## src/rtl/sw_conditioner.sv

```systemverilog
// sw_conditioner: synchronise, debounce and pace the two board switches for the 2-bit state machine.
// Optional: define SW_CHANGE_STEP_EN to fire step on every sw_changed and restart the step period.
module sw_conditioner #(
  parameter int SYNC_STAGES = 2,
  parameter int DEB_CYCLES  = 500000,
  parameter int TICK_CYCLES = 50000000
) (
  input  logic       clk,
  input  logic       rst,
  input  logic [1:0] sw_raw,
  output logic [1:0] sw_stable,
  output logic       sw_valid,
  output logic       sw_changed,
  output logic       step
);
  localparam int SW = 2 * SYNC_STAGES;
  localparam int DW = $clog2(DEB_CYCLES);
  localparam int TW = $clog2(TICK_CYCLES);
  localparam logic [DW-1:0] DEB_LAST = DW'(DEB_CYCLES - 1);
  localparam logic [TW-1:0] TICK_LAST = TW'(TICK_CYCLES - 1);
  typedef enum logic [1:0] {INIT, STABLE, SETTLE} state_t;
  state_t r_state;
  logic [SW-1:0] r_sync;
  logic [1:0] r_cand, r_stable;
  logic [DW-1:0] r_cnt;
  logic [TW-1:0] r_tick;
  logic r_valid, r_changed, r_step;
  logic [1:0] w_sync;
  logic w_same, w_last, w_chg, w_wrap, w_restart;
  always_comb begin
    w_sync = r_sync[SW-1 -: 2];
    w_same = w_sync == r_cand;
    w_last = r_cnt == DEB_LAST;
    w_chg = (r_state == SETTLE) && w_same && w_last && (r_cand != r_stable);
    w_wrap = r_tick == TICK_LAST;
`ifdef SW_CHANGE_STEP_EN
    w_restart = w_wrap | w_chg;
`else
    w_restart = w_wrap;
`endif
  end
  always_ff @(posedge clk) begin
    if (rst) r_sync <= '0;
    else r_sync <= {r_sync[SW-3:0], sw_raw};
  end
  // The 2-bit vector is debounced as one value: any change restarts the settle count.
  always_ff @(posedge clk) begin
    if (rst) begin
      r_state <= INIT;
      r_cand <= '0;
      r_cnt <= '0;
      r_stable <= '0;
      r_valid <= 1'b0;
      r_changed <= 1'b0;
    end else begin
      r_changed <= w_chg;
      case (r_state)
        INIT:
          if (!w_same) begin
            r_cand <= w_sync;
            r_cnt <= '0;
          end else if (w_last) begin
            r_stable <= r_cand;
            r_valid <= 1'b1;
            r_state <= STABLE;
          end else r_cnt <= r_cnt + 1'b1;
        STABLE:
          if (w_sync != r_stable) begin
            r_cand <= w_sync;
            r_cnt <= '0;
            r_state <= SETTLE;
          end
        SETTLE:
          if (!w_same) begin
            r_cand <= w_sync;
            r_cnt <= '0;
          end else if (w_last) begin
            r_stable <= r_cand;
            r_state <= STABLE;
          end else r_cnt <= r_cnt + 1'b1;
        default: r_state <= INIT;
      endcase
    end
  end
  always_ff @(posedge clk) begin
    if (rst || !r_valid) begin
      r_tick <= '0;
      r_step <= 1'b0;
    end else begin
      r_tick <= w_restart ? '0 : r_tick + 1'b1;
      r_step <= w_restart;
    end
  end
  assign sw_stable = r_stable;
  assign sw_valid = r_valid;
  assign sw_changed = r_changed;
  assign step = r_step;
endmodule

```

## config.mk

```make
export PLATFORM = sky130hd
export DESIGN_NAME = sw_conditioner
export DESIGN_NICKNAME = d
export VERILOG_FILES = /design/src/rtl/sw_conditioner.sv
export SDC_FILE = /design/constraint.sdc
export NUM_CORES = 1
export LEC_CHECK = 0
export CAP_MARGIN = 10
export CORE_ASPECT_RATIO = 1.2
export CORE_MARGIN = 2
export CORE_UTILIZATION = 55
export DETAILED_ROUTE_END_ITERATION = 10
export GPL_TIMING_DRIVEN = 1
export HOLD_SLACK_MARGIN = 0.05
export PLACE_DENSITY = 0.79
export SKIP_LAST_GASP = 1
export SYNTH_ARGS = -nofsm -noshare
export SYNTH_HDL_FRONTEND = slang
export SYNTH_SLANG_ARGS = --single-unit
export TNS_END_PERCENT = 5
```

## constraint.sdc

```tcl
create_clock -name clk -period 3.05 [get_ports clk]
set_clock_uncertainty 0.05 [all_clocks]
set_input_delay 0.4575 -clock clk [delete_from_list [all_inputs] [get_ports clk]]
set_output_delay 0.4575 -clock clk [all_outputs]
set_load 0.005 [all_outputs]
```

==> run_results.csv, run 1 <==
group,metric,value,unit
flow_run,cap_viol_max_count,0,
yosys,ys.flop_type,"dfxtp_1",
drt,ant_nets,0,
yosys,ys_types,48,
layout,syn_to_final_growth,12.8,%
power,p_seq_share,45.3,%
timing,relSlewSlack,60.5,%
clock_tree,path_clk_slew,0.07,ns
die,fp.coreArea,4870,sq um
timing,min_period,2.25,ns
power,powerDensity,550,nW/um^2
drt,drc_errors,0,
power,p_switching,0.000332,W
clock_tree,cts_sinks,58,
clock_tree,post_cts_buffers,0,
placed_design,port_buffers,8,
global_route,grt_pass1_vias,2125,
yosys,synth_compound_area_share,11.2,%
clock_tree,clk_latency,0.33,ns
clock_tree,cts_resized,0,
worst_setup_path,critPathMaxFanout,18,
power,ir_drop,0.000403,V
yosys,ys_async_sr_fraction,0,%
layout,layout.nets,329,
yosys,synthesis.area,2740,sq um
timing,fmax,445,MHz
die,rows,28,
yosys,ys_seq_area_share,42.4,%
layout,fin_area,3090,sq um
timing,worstMarginPinSlew,0.588,ns
timing,fin_setup_tns,0,ns
clock_tree,ctsRootBufferMaster,"clkbuf_8",
drt,drt_iter0_drc,143,
power,power.total,0.00170,W
die,initial_core_util,56.2,%
worst_setup_path,worstPathRequired,3.23,ns
global_route,grt_max_degree,26,
yosys,yosys.area_share.simple,29.4,%
power,clkPwrFrac,51.9,%
global_route,grt_pass1_wl,9140,um
yosys,synth.yosys.warnings,0,
worst_setup_path,end_kind,"flip-flop",
yosys,yosys.area.top_type,"dfxtp_1",
yosys,synth_fp_nets,318,
worst_setup_path,start_kind,"flip-flop",
hold_path,min_path_type,"reg -> reg",
placed_design,gp_congestion,0.881,
die,fp.dieW,68.4,um
timing,finalCritPeriodShare,73.7,%
timing,setup_viol,0,
placed_design,place_area,2840,sq um
clock_tree,clockBufferDepth,2,
drt,drtPass1Iterations,4,
yosys,synth.avg_cell_area,8.77,sq um
worst_setup_path,critPathKind,"reg -> reg",
run_status,outcome,"completed",
die,die_h,81.3,um
yosys,synth_xor_area_share,10.6,%
yosys,synth_top_family_by_area,"simple AND/OR/NAND/NOR gates",
power,p_int,0.00137,W
global_route,gr-total-overflow,0,
global_route,antenna_found_initial,0,
die,dieArea,5560,sq um
die,ios,9,
drt,routed_wl,5500,um
yosys,synth_top_area_share,42.4,%
yosys,synthAdderAreaFrac,0.914,%
yosys,synth_edf_count,0,
clock_tree,hold_buffers,0,
drt,avgRoutedWirePerCell,14.2,um
layout,layout-drive-gt1-share,8.23,%
clock_tree,cts_buffers,9,
placed_design,hpwl,3650,um
power,p_comb_share,2.9,%
global_route,grt_usage,21.8,%
yosys,synthTopCellsByArea,"dfxtp_1 (42%), xnor2_1 (5.4%), nor2_1 (5.3%)",
timing,rsz0062_at_grt,"no",
power,p_leak,1.00,nW
power,switching_share,19.5,%
drt,viasPerCell,5.87,
clock_tree,cts_max_level,3,
timing,final_max_slew_viol_count,0,
layout,antenna_cells,0,
timing,hold_viol,0,
worst_setup_path,arrival,2.43,ns
yosys,syn_inst,312,
yosys,muxShareOfSynthArea,1.46,%
yosys,synth-seq-cells,58,
drt,vias,2279,
clock_tree,cts_tree,"built",
-- stage by stage --
| stage | hold slack (ns) | cells | setup slack (ns) | util (%) |
|---|---|---|---|---|
| 2_1_floorplan | 0.364 | 312 | 1.17 | - |
| 3_3_place_gp | 0.368 | 372 | 0.857 | 58.3 |
| 3_5_place_dp | 0.386 | 372 | 0.844 | 58.3 |
| 4_1_cts | 0.404 | 388 | 0.792 | 63.4 |
| 5_1_grt | 0.410 | 388 | 0.606 | 63.4 |
| 6_report | 0.400 | 388 | 0.804 | 63.4 |
-- cell usage after synthesis (all sizes together) (2+ instances only) --
master  instances
a211oi          4
a21oi          18
a31oi           2
and2            4
and3            7
and4            5
buf             6
clkbuf          5
dfxtp          58
ha              2
inv             9
mux2i           4
nand2          22
nand2b          2
nand3          20
nand4          11
nor2           39
nor2b           5
nor3            8
nor4            9
nor4b           2
o21ai           5
o311ai          2
o31ai           7
or3             4
or4             8
xnor2          17
xor2           16
-- area by class of cell --
| cell class | count | area (sq um) |
|---|---|---|
| Clock buffer | 11 | 151 |
| Clock inverter | 5 | 100 |
| Fill cell | 413 | 1780 |
| Inverter | 9 | 33.8 |
| Multi-Input combinational cell | 234 | 1470 |
| Sequential cell | 58 | 1160 |
| Tap cell | 60 | 75.1 |
| Timing Repair Buffer | 11 | 103 |
-- registers in the layout, indices dropped and copies added (netlist names), 2 cells and up --
| signal | flops |
|---|---|
| r_cand | 2 |
| r_sync | 4 |
| r_tick | 26 |
| r_cnt | 19 |
| r_state | 2 |
| sw_stable | 2 |
-- power groups by stage --
stage | Sequential (W) | Clock (W) | Combinational (W)
floorplan | 0.000785 | 0 | 0.0000343
global placement | 0.000786 | 0 | 0.0000474
detailed placement | 0.000786 | 0 | 0.0000483
CTS | 0.000769 | 0.000896 | 0.0000488
global route | 0.000770 | 0.000919 | 0.0000548
finish | 0.000769 | 0.000881 | 0.0000489
-- cells in the final DEF (no fill, tap or decap), types with 2 or more instances in the layout --
master           synthesis  layout
nor3_1                   8       8
clkbuf_8                 0      11
nor4b_1                  2       2
nor4_1                   8       8
buf_4                    1       3
a21oi_1                 18      18
dfxtp_1                 58      58
nor2_1                  39      39
nand4_1                 11      11
inv_1                    9       9
nand2b_1                 2       2
xnor2_1                 17      17
mux2i_1                  4       4
and4_1                   5       5
nand3_1                 19      19
or3_1                    4       4
o311ai_0                 2       2
or4_1                    7       7
nor2b_1                  5       5
xor2_1                  16      16
a31oi_1                  2       2
o31ai_1                  7       7
o21ai_0                  3       3
and3_1                   7       7
ha_1                     2       2
a211oi_1                 4       4
and2_1                   3       3
clkdlybuf4s50_1          0       8
clkinv_2                 0       2
nand2_1                 22      22
bufinv_16                0       3
-- metal layers --
layer / up-vias / routed length (um) / global-route usage, % / part of all wire [%]
met3: 11 / 277 / 4.99 / 5.0
met4: 0 / 102 / 10.8 / 1.9
met5: - / 0 / 0 / 0
met1: 1065 / 2460 / 26.0 / 45
met2: 63 / 2660 / 36.1 / 48
li1: 1140 / - / - / -
-- final timing paths --
kind | cells past startpoint | endpoint | startpoint | slack, ns
setup reg to reg | 6 | r_cnt[9] | r_cnt[8] | 0.80
hold / removal | 1 | r_sync[2] | r_sync[0] | 0.40
hold reg to reg | 1 | r_sync[2] | r_sync[0] | 0.40
setup / recovery | 6 | r_cnt[9] | r_cnt[8] | 0.80
-- kinds of logic (layout without fill, tap and decap cells) --
group	after synthesis	in the layout
xor+xnor	33	33
simple gates	149	149
compound gates	46	46
fa+ha+maj	2	2
mux	4	4
buf+inv	20	36
flops	58	58
-- critical path, cell delays in order (launching register included) --
cell and delay (ns):
dfxtp_1 0.42, nor4b_1 0.43, nand3_1 0.19, nor4_2 0.48, buf_4 0.32, nor4_1 0.08, o21a_1 0.17
Power figures use the tool's default switching activity.
==> run 2, diff against run 1 <==
==> constraint.sdc (replaced) <==
create_clock -name clk -period 2.2 [get_ports clk]
set_clock_uncertainty 0.05 [all_clocks]
set_input_delay 0.33 -clock clk [delete_from_list [all_inputs] [get_ports clk]]
set_output_delay 0.33 -clock clk [all_outputs]
set_load 0.005 [all_outputs]
==> run 2 against run 1 <==
Net effect:
- die area unchanged
- cell count increased by 0.26%
- maximum frequency increased by 9.4%
- largest cell class unchanged
- power increased by 21%
- clock power increased by 3.9%
- critical endpoint is now r_cnt[18]
- utilization decreased by 0.54 points
- combinational power increased by 47%
- cell area decreased by 0.85%
- worst setup slack got worse by 0.66 ns
==> run_results.csv, run 2 (synthesis results as in run 1) <==
group,metric,value,unit
run_status,outcome,"completed",
die,die_h,81.3,um
die,fp.coreArea,4870,sq um
layout,top_register,"r_tick",
clock_tree,post_cts_buffers,0,
worst_setup_path,critPathBufInv,0,
hold_path,min_path_type,"reg -> reg",
clock_tree,path_clk_slew,0.06,ns
die,dieArea,5560,sq um
die,fp.dieW,68.4,um
drt,drt_iter0_drc,155,
timing,fin_setup_tns,0,ns
worst_setup_path,crit_chain,"ha_1 > nand4_1 > or3_1 > a2111oi_2 > xnor2_1 > nor2_1",
die,ios,9,
placed_design,port_buffers,8,
timing,final_max_slew_viol_count,0,
power,clkPwrFrac,44.5,%
worst_setup_path,arrival,2.23,ns
worst_setup_path,cpPeakStageDelay,0.48,ns
power,p_comb_share,3.5,%
worst_setup_path,critPathKind,"reg -> reg",
clock_tree,clk_latency,0.33,ns
layout,syn_to_final_growth,11.9,%
layout,fin_area,3060,sq um
timing,finalCritPeriodShare,93.3,%
layout,most-common-layout-cells,"dfxtp_1 (58), nor2_1 (39), nand2_1 (22)",
layout,fill_cells,406,
global_route,grt_pass1_vias,2108,
drt,avgRoutedWirePerCell,13.9,um
worst_setup_path,critPathSlowestCell,"or3_1",
layout,largestRegisters,"r_tick x26, r_cnt x19, r_sync x4",
clock_tree,ctsRootBufferMaster,"clkbuf_8",
worst_setup_path,start_kind,"flip-flop",
drt,drc_errors,0,
timing,fin_ws,0.147,ns
timing,rsz0062_at_grt,"yes",
layout,layout.nets,331,
timing,hold_viol,0,
global_route,antenna_found_initial,0,
layout,regArea,1160,sq um
clock_tree,cts_tree,"built",
timing,setup_viol,0,
power,p_switching,0.000445,W
clock_tree,clockBufferDepth,2,
clock_tree,hold_buffers,0,
timing,fmax,487,MHz
global_route,grt_max_degree,26,
power,switching_share,21.7,%
power,p_leak,0.986,nW
placed_design,place_ws,0.146,ns
layout,multi_input_area,1470,sq um
placed_design,place_area,2870,sq um
drt,routed_wl,5410,um
worst_setup_path,cpLargestDelayFamily,"simple AND/OR/NAND/NOR gates",
power,powerDensity,671,nW/um^2
drt,ant_nets,0,
worst_setup_path,end_kind,"flip-flop",
clock_tree,cts_sinks,58,
clock_tree,cts_max_level,3,
global_route,grt_pass1_wl,9230,um
global_route,grt_usage,22.0,%
drt,viasPerCell,5.81,
timing,relSlewSlack,63.7,%
layout,final_common_cell,"dfxtp_1",
timing,min_period,2.05,ns
die,initial_core_util,56.2,%
power,p_seq_share,51.9,%
die,rows,28,
layout,antenna_cells,0,
layout,layout-drive-gt1-share,8.51,%
drt,drtPass1Iterations,4,
power,p_int,0.00161,W
global_route,gr-total-overflow,0,
worst_setup_path,worstPathRequired,2.38,ns
placed_design,gp_congestion,0.847,
power,ir_drop,0.000559,V
flow_run,cap_viol_max_count,0,
placed_design,hpwl,3670,um
layout,largest_reg_flops,26,
timing,worstMarginPinSlew,0.543,ns
drt,vias,2261,
clock_tree,cts_buffers,9,
worst_setup_path,critPathMaxFanout,5,
==> run 2: changes by cell type in the layout (fill, tap and decap cells not counted) <==
cell       delta
buf_12        +1
buf_4         +1
bufinv_16     -3
clkbuf_8      +2
nor4_2        -1
nor4_4        +1
==> run 2: worst reg2reg max path, delay by kind of cell, from the launching register on <==
kind                       cells  cell delay (ns)
AOI/OAI and AO/OA              1             0.39
xor gates and xnor gates       1             0.17
adders and majority gates      1             0.23
DFF                            1             0.39
and+or+nand+nor                3             0.72
==> run 2: metrics by stage <==
step	hold slack, ns	total power (W)	std cells	util, %
final	0.393	0.00205	389	62.9
after global routing	0.402	0.00213	389	62.9
after CTS	0.394	0.00207	389	62.7
after detailed placement	0.387	0.00116	374	58.8
after global placement	0.368	0.00116	374	58.8
after floorplan	0.364	0.00114	312	-
==> run 2: worst paths after layout <==
path | endpoint | from | slack (ns) | cells after the start
min | r_sync[2] | r_sync[0] | 0.39 | 1
min reg2reg | r_sync[2] | r_sync[0] | 0.39 | 1
max reg2reg | r_cnt[18] | r_cnt[0] | 0.15 | 6
max | r_cnt[18] | r_cnt[0] | 0.15 | 6
==> run 2: what timing repair did <==
item,in CTS,in global routing
resized for setup,0,1
endpoints found under the hold margin,0,0
setup endpoints to repair,0,3
==> run 2: routing by layer <==
metal / wire (um) / up-vias / track usage (%)
met5: 0 / - / 0
met4: 77 / 0 / 9.80
met3: 192 / 8 / 6.79
met2: 2660 / 35 / 35.0
met1: 2470 / 1066 / 27.0
li1: - / 1152 / -
==> run 2: layout make-up <==
class / count / share of cell area [%]
multi-input combinational: 234 / 48.1
sequential: 58 / 37.9
clock buffer: 13 / 5.84
timing repair buffer: 13 / 4.25
tap: 60 / 2.45
inverter: 9 / 1.10
clock inverter: 2 / 0.327
==> run 2: power by group through the flow <==
stage	Combinational, W	Sequential (W)	Clock [W]
after floorplan	0.0000475	0.00109	0
after global placement	0.0000683	0.00109	0
after detailed placement	0.0000696	0.00109	0
after CTS	0.0000701	0.00107	0.000937
after global routing	0.0000788	0.00107	0.000985
final	0.0000720	0.00107	0.000915
==> run 3, diff against run 2 <==
--- a/config.mk
+++ b/config.mk
@@ -5,6 +5,7 @@
 export SDC_FILE = /design/constraint.sdc
 export NUM_CORES = 1
 export LEC_CHECK = 0
+export ABC_CLOCK_PERIOD_IN_PS = 2300
 export CAP_MARGIN = 10
 export CORE_ASPECT_RATIO = 1.2
 export CORE_MARGIN = 2
==> constraint.sdc (replaced) <==
create_clock -name clk -period 2.3 [get_ports clk]
set_clock_uncertainty 0.05 [all_clocks]
set_input_delay 0.345 -clock clk [delete_from_list [all_inputs] [get_ports clk]]
set_output_delay 0.345 -clock clk [all_outputs]
set_load 0.005 [all_outputs]
==> run 3 against run 2 <==
Net effect:
- sequential power down 5%
- non-clock buffer count is the same
- sequential share of layout area grew 0.34 points
- cell area decreased by 0.90%
- global-route usage down 0.49 points
- highest routed layer unchanged
==> run_results.csv, run 3 (synthesis results as in run 1) <==
group,metric,value,unit
run_status,outcome,"completed",
worst_setup_path,worstPathRequired,2.46,ns
layout,largest_reg_flops,26,
drt,vias,2262,
clock_tree,clockBufferDepth,2,
hold_path,hold_depth,1,
layout,layout-drive-gt1-share,8.21,%
drt,routed_wl,5420,um
drt,viasPerCell,5.81,
layout,antenna_cells,0,
timing,hold_viol,0,
worst_setup_path,end_kind,"flip-flop",
drt,drt_iter0_drc,171,
drt,avgRoutedWirePerCell,13.9,um
clock_tree,ctsRootBufferMaster,"clkbuf_8",
timing,fmax,492,MHz
timing,final_max_slew_viol_count,0,
layout,syn_to_final_growth,10.9,%
layout,final_common_cell,"dfxtp_1",
clock_tree,cts_resized,0,
flow_run,cap_viol_max_count,0,
worst_setup_path,start_kind,"flip-flop",
clock_tree,clk_latency,0.34,ns
placed_design,gp_congestion,0.845,
placed_design,place_ws,0.247,ns
hold_path,min_path_type,"reg -> reg",
layout,fin_util,62.3,%
die,die_h,81.3,um
clock_tree,post_cts_buffers,0,
timing,relSlewSlack,64.5,%
layout,largestRegisters,"r_tick x26, r_cnt x19, r_sync x4",
drt,drtPass1Iterations,4,
clock_tree,cts_max_level,3,
layout,most-common-layout-cells,"dfxtp_1 (58), nor2_1 (39), nand2_1 (22)",
die,dieArea,5560,sq um
worst_setup_path,critPathKind,"reg -> reg",
worst_setup_path,r2r_cells,5,
layout,top_register,"r_tick",
clock_tree,path_clk_slew,0.06,ns
clock_tree,hold_buffers,0,
power,p_leak,0.976,nW
timing,finalCritPeriodShare,88.4,%
worst_setup_path,arrival,2.20,ns
global_route,grt_max_degree,26,
die,rows,28,
drt,ant_nets,0,
clock_tree,cts_tree,"built",
die,fp.dieW,68.4,um
global_route,grt_pass1_wl,8920,um
global_route,grt_usage,21.5,%
power,ir_drop,0.000512,V
global_route,antenna_found_initial,0,
die,fp.coreArea,4870,sq um
die,ios,9,
hold_path,hold_start,"r_sync[0]",
layout,layout.nets,331,
timing,worstMarginPinSlew,0.527,ns
global_route,gr-total-overflow,0,
worst_setup_path,critPathMaxFanout,25,
global_route,grt_pass1_vias,2080,
timing,rsz0062_at_grt,"no",
clock_tree,cts_buffers,9,
placed_design,port_buffers,8,
clock_tree,cts_sinks,58,
timing,setup_viol,0,
worst_setup_path,r2r_start,"r_tick[21]",
placed_design,hpwl,3730,um
timing,min_period,2.03,ns
layout,fill_cells,406,
die,initial_core_util,56.2,%
power,powerDensity,628,nW/um^2
worst_setup_path,crit_path_start,"r_tick[21]",
drt,drc_errors,0,
timing,fin_ws,0.267,ns
timing,fin_setup_tns,0,ns
## run 3: cell type report
cell class | count | area [sq um] | share of cell area (%)
well taps | 60 | 75.1 | 2.47
multi-input cells | 234 | 1470 | 48.3
clock inverters | 3 | 15.0 | 0.495
flip-flops and latches | 58 | 1160 | 38.3
clock buffers | 12 | 155 | 5.11
repair buffers | 13 | 130 | 4.29
inverters | 9 | 33.8 | 1.11
## run 3: metal layers
layer	GRT usage, %	routed length (um)	share of wire, %	vias to the layer above
met3	8.86	223	4.1	7
li1	-	-	-	1150
met4	8.80	87	1.6	0
met5	0	0	0	-
met2	35.7	2710	50	36
met1	24.0	2400	44	1069
## run 3: critical path: stages, from the launching register on
cell	delay, ns
dfxtp_1	0.41
nand3_1	0.11
or4_1	0.40
or4_4	0.57
nand3_4	0.27
nor2_1	0.09
## run 3: through the flow
step / cells / power [W] / instance area, sq um / hold WS (ns)
global placement: 374 / 0.00111 / 2870 / 0.369
global route: 389 / 0.00198 / 3040 / 0.413
detailed placement: 374 / 0.00111 / 2870 / 0.385
finish: 389 / 0.00190 / 3040 / 0.392
CTS: 389 / 0.00192 / 3040 / 0.399
floorplan: 312 / 0.00109 / 2740 / 0.364
## run 3: worst paths after layout
path | to | slack [ns]
worst min register to register | r_sync[2] | 0.39
worst max-delay path | r_tick[7] | 0.27
worst max register to register | r_tick[7] | 0.27
worst min-delay path | r_sync[2] | 0.39
## run 3: where the power goes
part           leakage (nW)  internal, W  switching [W]
combinational         0.416    0.0000272      0.0000400
sequential            0.468      0.00101     0.00000727
clock                0.0920     0.000438       0.000380
